### src/rtl/ysyx_210544_cmt_stage_pkg.sv
// Shared commit-stage definitions: bus widths, FSM encodings and the trap opcode.
package ysyx_210544_cmt_stage_pkg;

  localparam int BUS_64   = 64;
  localparam int BUS_32   = 32;
  localparam int BUS_RIDX = 5;

  localparam logic [BUS_32-1:0] CMT_TRAP_INST = 32'h0000_006b;
  localparam logic [BUS_RIDX-1:0] CMT_A0_IDX  = 5'd10;

  typedef enum logic [1:0] {
    CMT_IDLE  = 2'd0,
    CMT_ACK   = 2'd1,
    CMT_GUARD = 2'd2,
    CMT_HALT  = 2'd3
  } cmt_state_e;

endpackage

### src/rtl/ysyx_210544_cmt_stage_counters.sv
// Free-running cycle counter plus retired-instruction counter; both wrap silently.
module ysyx_210544_cmt_counters #(
  parameter int CNT_W = 64
) (
  input  logic             clk,
  input  logic             rst,
  input  logic             ret_inc_i,
  output logic [CNT_W-1:0] cycle_o,
  output logic [CNT_W-1:0] instret_o
);

  logic [CNT_W-1:0] cycle_q, cycle_d;
  logic [CNT_W-1:0] instret_q, instret_d;

  always_comb begin
    cycle_d   = cycle_q + CNT_W'(1);
    instret_d = ret_inc_i ? instret_q + CNT_W'(1) : instret_q;
  end

  always_ff @(posedge clk or negedge rst) begin
    if (!rst) begin
      cycle_q   <= '0;
      instret_q <= '0;
    end else begin
      cycle_q   <= cycle_d;
      instret_q <= instret_d;
    end
  end

  assign cycle_o   = cycle_q;
  assign instret_o = instret_q;

endmodule

### src/rtl/ysyx_210544_cmt_stage.sv
// Commit stage: accepts one writeback packet per req/ack, writes the RF,
// emits the difftest record, counts cycles/instret and halts on the trap opcode.
module ysyx_210544_cmt_stage
  import ysyx_210544_cmt_stage_pkg::*;
#(
  parameter logic [31:0] TRAP_INST = CMT_TRAP_INST,
  parameter int          CNT_W     = 64
) (
  input  logic                clk,
  input  logic                rst,
  input  logic                i_cmt_writebacked_req,
  output logic                o_cmt_writebacked_ack,
  input  logic [BUS_64-1:0]   i_cmt_pc,
  input  logic [BUS_32-1:0]   i_cmt_inst,
  input  logic [BUS_RIDX-1:0] i_cmt_rd,
  input  logic                i_cmt_rd_wen,
  input  logic [BUS_64-1:0]   i_cmt_rd_wdata,
  input  logic                i_cmt_skipcmt,
  input  logic [BUS_32-1:0]   i_cmt_intrNo,
  output logic                o_cmt_rf_wen,
  output logic [BUS_RIDX-1:0] o_cmt_rf_waddr,
  output logic [BUS_64-1:0]   o_cmt_rf_wdata,
  output logic                o_cmt_valid,
  output logic [BUS_64-1:0]   o_cmt_pc,
  output logic [BUS_32-1:0]   o_cmt_inst,
  output logic                o_cmt_skip,
  output logic [BUS_32-1:0]   o_cmt_intrNo,
  output logic [CNT_W-1:0]    o_cmt_cycle,
  output logic [CNT_W-1:0]    o_cmt_instret,
  output logic                o_cmt_halt,
  output logic [BUS_64-1:0]   o_cmt_halt_code
);

  cmt_state_e          state_q;
  logic                ack_q, valid_q, skip_q, rf_wen_q, halt_q;
  logic [BUS_64-1:0]   pc_q, rf_wdata_q, a0_q, halt_code_q;
  logic [BUS_32-1:0]   inst_q, intr_q;
  logic [BUS_RIDX-1:0] rf_waddr_q;

  logic wen_ok;
  logic a0_wr;
  assign wen_ok = i_cmt_rd_wen && (i_cmt_rd != '0) && (i_cmt_intrNo == '0);
  assign a0_wr  = rf_wen_q && (rf_waddr_q == CMT_A0_IDX);

  // The output registers double as the packet holding registers: they are
  // loaded on capture, live for the single ACK cycle, then cleared.
  always_ff @(posedge clk or negedge rst) begin
    if (!rst) begin
      state_q     <= CMT_IDLE;
      ack_q       <= 1'b0;
      valid_q     <= 1'b0;
      pc_q        <= '0;
      inst_q      <= '0;
      skip_q      <= 1'b0;
      intr_q      <= '0;
      rf_wen_q    <= 1'b0;
      rf_waddr_q  <= '0;
      rf_wdata_q  <= '0;
      a0_q        <= '0;
      halt_q      <= 1'b0;
      halt_code_q <= '0;
    end else begin
      case (state_q)
        CMT_IDLE: if (i_cmt_writebacked_req) begin
          state_q    <= CMT_ACK;
          ack_q      <= 1'b1;
          valid_q    <= 1'b1;
          pc_q       <= i_cmt_pc;
          inst_q     <= i_cmt_inst;
          skip_q     <= i_cmt_skipcmt;
          intr_q     <= i_cmt_intrNo;
          rf_wen_q   <= wen_ok;
          rf_waddr_q <= wen_ok ? i_cmt_rd : '0;
          rf_wdata_q <= wen_ok ? i_cmt_rd_wdata : '0;
        end
        CMT_ACK: begin
          ack_q      <= 1'b0;
          valid_q    <= 1'b0;
          pc_q       <= '0;
          inst_q     <= '0;
          skip_q     <= 1'b0;
          intr_q     <= '0;
          rf_wen_q   <= 1'b0;
          rf_waddr_q <= '0;
          rf_wdata_q <= '0;
          if (a0_wr) a0_q <= rf_wdata_q;
          // The trap's own a0 write must be visible in the halt code.
          if (inst_q == TRAP_INST) begin
            state_q     <= CMT_HALT;
            halt_q      <= 1'b1;
            halt_code_q <= a0_wr ? rf_wdata_q : a0_q;
          end else begin
            state_q <= CMT_GUARD;
          end
        end
        CMT_GUARD: state_q <= CMT_IDLE;
        CMT_HALT:  state_q <= CMT_HALT;
        default:   state_q <= CMT_IDLE;
      endcase
    end
  end

  ysyx_210544_cmt_counters #(.CNT_W(CNT_W)) u_cnt (
    .clk       (clk),
    .rst       (rst),
    .ret_inc_i ((state_q == CMT_ACK) && (intr_q == '0)),
    .cycle_o   (o_cmt_cycle),
    .instret_o (o_cmt_instret)
  );

  assign o_cmt_writebacked_ack = ack_q;
  assign o_cmt_valid           = valid_q;
  assign o_cmt_pc              = pc_q;
  assign o_cmt_inst            = inst_q;
  assign o_cmt_skip            = skip_q;
  assign o_cmt_intrNo          = intr_q;
  assign o_cmt_rf_wen          = rf_wen_q;
  assign o_cmt_rf_waddr        = rf_waddr_q;
  assign o_cmt_rf_wdata        = rf_wdata_q;
  assign o_cmt_halt            = halt_q;
  assign o_cmt_halt_code       = halt_code_q;

endmodule

### config.mk
export PLATFORM = sky130hd
export DESIGN_NAME = ysyx_210544_cmt_stage
export DESIGN_NICKNAME = d
export VERILOG_FILES = /design/src/rtl/ysyx_210544_cmt_stage_pkg.sv /design/src/rtl/ysyx_210544_cmt_stage_counters.sv /design/src/rtl/ysyx_210544_cmt_stage.sv
export SDC_FILE = /design/constraint.sdc
export NUM_CORES = 1
export LEC_CHECK = 0
export ABC_CLOCK_PERIOD_IN_PS = 3000
export BUFFER_PORTS_ARGS = -buffer_cell sky130_fd_sc_hd__buf_2
export CORE_AREA = 2 2 231 233
export DETAILED_ROUTE_END_ITERATION = 6
export DIE_AREA = 0 0 233 235
export SLEW_MARGIN = 5
export SYNTH_ARGS = -nofsm -noshare
export SYNTH_HDL_FRONTEND = slang
export SYNTH_SLANG_ARGS = --single-unit
### constraint.sdc
create_clock -name clk -period 3 [get_ports clk]
set_input_delay 0.6 -clock clk [delete_from_list [all_inputs] [get_ports clk]]
set_output_delay 0.6 -clock clk [all_outputs]
set_load 0.03 [all_outputs]
==> summary.txt, run 1 <==
Routing
  – Initial DRC count: 869
  – Vias per cell: 5.087
  – Total detailed-routing wirelength: 59.84 mm
  – Drt first pass iters: 4
  – Wire length per cell: just under 20 um
  – Drc violations: 0
  – Final antenna-violating net count: 0
  – Routed vias: 15537

Synth
  – Syn avg cell area: 11.19 um^2
  – Post-synthesis cell type count: 43
  – YS warnings: 0
  – Synth Net Count: just under 2000
  – Synthesized cell area: 19540 um^2
  – Cells after synthesis: 1746
  – Seq/Total Area, Yosys: 58.79%
  – Synthesized flop and latch total: 459

Power
  – LEAKAGE: about 13 nW
  – Worst IR Drop VDD: 0.5382 mV
  – Pwr dens: about 730 nW/um^2

Timing
  – Final setup viols: 0
  – Unrepaired setup endpoints after global routing: no
  – Final Hold Violating Endpoints: 0
  – Setup Skew: 23.42 ps
  – Tmin final: 2521 ps
  – Fraction of the cycle the final worst path needs: 84.05%
  – Worst slew pin tran: 922.0 ps
  – Final Slew Violations: 0
  – Max Fclk: 396.6 MHz
  – Setup TNS: 0 ps
  – Slew HR: 38.53%
  – Setup WS post-layout: about 480 ps

Clock tree
  – Hold-fix buffers at CTS: 1
  – Clk_lat worst skew: 600 ps
  – Clock Tree Buf Depth: 3
  – Post-CTS setup buffer count: 0
  – Root Buffer Master: clkbuf_16
  – Clk sinks: ~460
  – Clock H-tree levels: 2
  – PostCTS Resize Cnt: 0
  – CTS tree: built
  – Number of buffers created by CTS: between 50 and 60
  – Worst-path clk slew: 60 ps

Global route
  – Initial antenna violation count: 8
  – Vias in the first global route: about 15000
  – First-pass GRT wire length: slightly above 90 mm
  – Total Routing Usage GR: between 20% and 30%
  – Largest net degree at the start of global routing: about 200
  – Grt total ovfl: 0

Worst setup path
  – Req. time, crit path: 3450 ps
  – CP Launch Type: flop
  – Worst endpoint data arrival time: a little under 3000 ps
  – Reg2reg path depth: 6
  – Critical path fanouts, max: 17
  – Worst setup path class: flop to flop
  – Crit. End Element: flop

Floorplanning
  – Die W: between 200 and 250 um
  – Full die area: 54760 um^2
  – Die Y: 235 um
  – Core Region: approximately 52000 um^2
  – Starting Density: 37.40%
  – # rows: 84
  – I/O pin cnt: a little under 600

Finish
  – Fill cells: 4867
  – Share of layout cells above drive strength 1: 33.78%
  – Final Net Count: 2533
  – Layout Area Growth over Synthesis: 28.41%

Place
  – Worst slack, placed: 299.1 ps
  – IO buf count: 595
  – Gp weighted congestion: 0.8970
  – HPWL reported at the end of detailed placement: 44.13 mm

Worst hold path
  – Hold Crit Depth: 2
  – Hold Crit Class: input port to flop

Job
  – Max Cap Viol: 0

Outcome
  – Status: finished, final reports clean
[power breakdown]
part / total [mW] / internal (mW) / switching, mW
clock network: 6.28 / 3.72 / 2.56
registers: 7.41 / 6.89 / 0.514
logic: 4.71 / 1.38 / 3.33
[critical path: stages (launching register included)]
cell	delay, ps
dfrtp_1	400
nor4_1	610
nand2_1	280
nor3b_2	490
buf_4	320
nand4_1	130
xnor2_1	150
[synth_stat cells, drive strengths merged]
cell | number | area, um^2
dfrtp | 459 | 11490
nand2 | 178 | 668.1
nand2b | 130 | 813.3
o21ai | 130 | 650.6
nor2 | 98 | 370.4
xnor2 | 79 | 691.9
a22o | 69 | 604.3
nand4 | 67 | 431.7
mux2 | 65 | 732.0
a21oi | 64 | 320.3
mux2i | 64 | 640.6
clkbuf | 59 | 221.5
nand3 | 46 | 230.2
xor2 | 46 | 402.9
buf | 42 | 206.5
nor4 | 40 | 315.3
and3 | 29 | 181.4
nor3 | 25 | 135.1
and4 | 16 | 140.1
inv | 10 | 37.54
and2 | 5 | 31.28
nor4b | 4 | 50.05
nor2b | 3 | 18.77
nor3b | 3 | 22.52
or2 | 3 | 18.77
ha | 2 | 25.02
nor4bb | 2 | 20.02
or4 | 2 | 15.01
a21o | 1 | 7.510
nand3b | 1 | 7.510
nand4bb | 1 | 11.26
o21bai | 1 | 7.510
o22a | 1 | 8.760
or4b | 1 | 13.76
[cell usage in the layout, fill, tap and decap left out, drive strengths merged, types with 67 or more instances in the layout]
| cell type | n |
|---|---|
| buf | 630 |
| dfrtp | 459 |
| nand2 | 178 |
| nand2b | 130 |
| o21ai | 130 |
| nor2 | 98 |
| xnor2 | 79 |
| clkbuf | 72 |
| a22o | 69 |
| nand4 | 67 |
[metrics by stage]
step | utilization (%) | total power [mW] | hold slack (ps) | cell area (um^2) | instances
2_1_floorplan | - | 10.52 | 304.4 | 19540 | 1746
3_3_place_gp | 44.78 | 12.23 | 454.6 | 23390 | 2963
3_5_place_dp | 44.78 | 12.30 | 451.2 | 23390 | 2963
4_1_cts | 48.02 | 18.65 | 176.7 | 25090 | 3053
5_1_grt | 48.03 | 19.35 | 190.8 | 25090 | 3054
6_report | 48.03 | 18.39 | 218.4 | 25090 | 3054
[state kept, by name (all words and copies together) (netlist names)]
register,flops
o_cmt_inst,32
o_cmt_rf_wdata,64
o_cmt_rf_waddr,5
o_cmt_halt,1
o_cmt_valid,1
o_cmt_skip,1
o_cmt_halt_code,64
u_cnt.cycle_o,64
a0_q,64
o_cmt_pc,64
state_q,2
o_cmt_intrNo,32
o_cmt_rf_wen,1
u_cnt.instret_o,64
[cell families after synthesis]
| kind of cell | Yosys count | share of synthesized area, % |
|---|---|---|
| simple gates | 654 | 17.89 |
| flops | 459 | 58.79 |
| compound gates | 266 | 8.184 |
| mux | 129 | 7.025 |
| xor+xnor | 125 | 5.604 |
| buf+inv | 111 | 2.382 |
| fa+ha+maj | 2 | 0.1281 |
[worst paths after layout]
kind	startpoint	end	slack [ps]
worst max register to register	o_cmt_intrNo[0]	u_cnt.instret_o[25]	480
min in group asynchronous	rst	o_cmt_intrNo[5]	600
worst min-delay path	i_cmt_rd_wdata[32]	o_cmt_rf_wdata[32]	220
worst max-delay path	o_cmt_intrNo[0]	u_cnt.instret_o[25]	480
worst min register to register	u_cnt.cycle_o[63]	u_cnt.cycle_o[63]	460
max in group asynchronous	rst	state_q[0]	1530
[layout make-up]
cell class / instances / area [um^2] / share of cell area [%]
Multi-Input combinational cell: 1176 / 7615 / 30.35
Inverter: 10 / 37.54 / 0.1496
Clock inverter: 17 / 187.7 / 0.7481
Tap cell: 688 / 860.8 / 3.431
Antenna cell: 1 / 2.502 / 0.009975
Sequential cell: 459 / 11490 / 45.80
Timing Repair Buffer: 631 / 3398 / 13.55
Clock buffer: 72 / 1496 / 5.965
[metal layers]
layer	global-route usage [%]	wire (um)	vias up
li1	-	-	7260
met1	26.54	24230	7672
met2	36.44	29670	465
met3	4.951	3806	130
met4	7.856	2071	10
met5	0	62	-
Power figures use the tool's default switching activity.
==> inputs of run 2 (changes only) <==
--- a/config.mk
+++ b/config.mk
@@ -5,11 +5,11 @@
 export SDC_FILE = /design/constraint.sdc
 export NUM_CORES = 1
 export LEC_CHECK = 0
-export ABC_CLOCK_PERIOD_IN_PS = 3000
+export ABC_CLOCK_PERIOD_IN_PS = 2100
 export BUFFER_PORTS_ARGS = -buffer_cell sky130_fd_sc_hd__buf_2
-export CORE_AREA = 2 2 231 233
+export CORE_AREA = 2 2 233 235
 export DETAILED_ROUTE_END_ITERATION = 6
-export DIE_AREA = 0 0 233 235
+export DIE_AREA = 0 0 235 237
 export SLEW_MARGIN = 5
 export SYNTH_ARGS = -nofsm -noshare
 export SYNTH_HDL_FRONTEND = slang
==> constraint.sdc (replaced) <==
create_clock -name clk -period 2.1 [get_ports clk]
set_input_delay 0.42 -clock clk [delete_from_list [all_inputs] [get_ports clk]]
set_output_delay 0.42 -clock clk [all_outputs]
set_load 0.03 [all_outputs]
==> run 2 against run 1 <==
The flow now finishes with violations (negative setup slack). Count of clock-buffer cells in the layout grew 2. Critical path type unchanged. Highest routed layer unchanged. Cell count up 4.2%. Maximum frequency up 19%. Worst hold slack worse by 170 ps. Power grew 47%. Routed wire length increased by 2.8%.
==> summary.txt, run 2 (synthesis results as in run 1) <==
Clock tree
  – Clock Tree Buf Depth: 3
  – CTS tree: built
  – Root Buffer Master: clkbuf_16
  – Clk sinks: between 400 and 500
  – Worst-path clk slew: 60 ps
  – Number of buffers created by CTS: just over 50
  – Clk_lat worst skew: 590 ps
  – Clock H-tree levels: 2

Routing
  – Routed vias: 16063
  – Drt first pass iters: 5
  – Initial DRC count: 977
  – Final antenna-violating net count: 0
  – Drc violations: 0
  – Wire length per cell: 19.34 um
  – Total detailed-routing wirelength: 61.55 mm
  – Vias per cell: 5.048

Worst setup path
  – Critical Path Source: o_cmt_intrNo[14]
  – Crit-path max cell delay: around 440 ps
  – Slowest-stage cell, CP: dfrtp_2
  – Worst endpoint data arrival time: 2600 ps
  – CP Launch Type: flop
  – Cell Chain, Critical Path: nor4_4 -> nand4_2 -> buf_4 -> nor3b_4 -> buf_4 -> buf_12 -> mux2_2
  – R2R Path Start: o_cmt_intrNo[14]
  – Cell mode on critical path: buf_4
  – Crit. End Element: flop
  – Req. time, crit path: roughly 2600 ps
  – Worst setup path class: flop to flop
  – Critical path fanouts, max: 13

Power
  – Worst IR Drop VDD: 0.9057 mV
  – Pwr dens: roughly 1000 nW/um^2
  – LEAKAGE: 14.27 nW
  – Total power: 27.09 mW

Finish
  – Reg area: 11500 um^2
  – Final Net Count: 2646
  – Share of layout cells above drive strength 1: 38.24%
  – Fill cells: 4880
  – Post-route cell area: 26530 um^2
  – Most frequent cells in the layout: buf_2, dfrtp_1, nand2_1, nand2b_1, o21ai_0
  – Multi-input logic area: between 7000 and 8000 um^2
  – Layout Area Growth over Synthesis: 35.81%
  – Commonest non-fill, non-tap cell in the layout: buf_2

Timing
  – Tmin final: about 2100 ps
  – Final Hold Violating Endpoints: 0
  – Max Fclk: 470.4 MHz
  – Fraction of the cycle the final worst path needs: 101.2%
  – Worst slew pin tran: 834.3 ps
  – Setup WS post-layout: -25.91 ps
  – Final setup viols: 6
  – Worst hold slack: 45.08 ps
  – Setup TNS: -96.73 ps
  – Final Slew Violations: 0
  – Setup Skew: 25.11 ps
  – Unrepaired setup endpoints after global routing: yes
  – Slew HR: 44.38%

Worst hold path
  – Hold Crit Class: input port to flop
  – Hold Path Origin: i_cmt_rd_wdata[11]

Place
  – Gp weighted congestion: between 0.8 and 0.9
  – HPWL reported at the end of detailed placement: 45.76 mm
  – Placed Area: 24330 um^2
  – IO buf count: 595

Floorplanning
  – Die W: 235 um
  – Core Region: 53280 um^2
  – I/O pin cnt: 596
  – # rows: 85
  – Full die area: 55700 um^2
  – Die Y: 237 um
  – Starting Density: around 37%

Global route
  – Grt total ovfl: 0
  – Initial antenna violation count: 12
  – First-pass GRT wire length: 93.34 mm
  – Largest net degree at the start of global routing: 103
  – Total Routing Usage GR: 21.19%
  – Vias in the first global route: 15860

Job
  – Max Cap Viol: 0

Outcome
  – Status: finished with violations
  – Failing checks: negative setup slack
## run 2: worst paths after layout
kind,end,slack (ps),depth (start not counted)
setup / recovery,u_cnt.instret_o[1],-30,7
hold / removal,o_cmt_rf_wdata[11],50,2
setup reg to reg,u_cnt.instret_o[1],-30,7
hold reg to reg,u_cnt.cycle_o[63],470,1
max in group asynchronous,o_cmt_pc[19],960,4
min in group asynchronous,a0_q[12],320,2
## run 2: metrics by stage
step | worst slack, ps | cells | util [%]
6_report | -25.91 | 3182 | 49.80
3_5_place_dp | -469.9 | 3071 | 45.65
4_1_cts | -5.828 | 3162 | 49.09
3_3_place_gp | -416.8 | 3071 | 45.65
5_1_grt | -131.7 | 3182 | 49.80
2_1_floorplan | 5.720 | 1746 | -
## run 2: where the power goes
group          switching, mW  internal, mW
clock                   3.62          5.56
sequential             0.749          9.85
combinational           4.92          2.39
## run 2: routing by layer
metal	GRT usage (%)	wire length (um)	part of all wire [%]	up-vias
li1	-	-	-	7484
met2	35.17	30310	49	497
met1	27.15	25640	42	7967
met5	0	53	0.086	-
met4	7.365	1745	2.8	8
met3	5.048	3800	6.2	107
## run 2: final cells by class
type | instances | area share [%]
Inverter | 10 | 0.1415
Timing Repair Buffer | 744 | 16.99
Tap cell | 696 | 3.282
Multi-Input combinational cell | 1176 | 29.63
Sequential cell | 459 | 43.33
Clock buffer | 74 | 5.786
Clock inverter | 16 | 0.7733
Antenna cell | 7 | 0.06602
## run 2: critical path: cells and delay by family, from the launching register on
| family | cells | cell delay [ps] |
|---|---|---|
| buffers and inverters | 3 | 490 |
| multiplexers | 1 | 330 |
| AND/OR/NAND/NOR | 3 | 750 |
| flip-flops | 1 | 440 |
## run 2: repair_timing
action	CTS	global route
hold buffers	1	0
pin swaps	2	16
setup endpoints to repair	73	158
endpoints found under the hold margin	26	0
buffers inserted	0	9
gates cloned	0	4
gates resized for setup	11	38
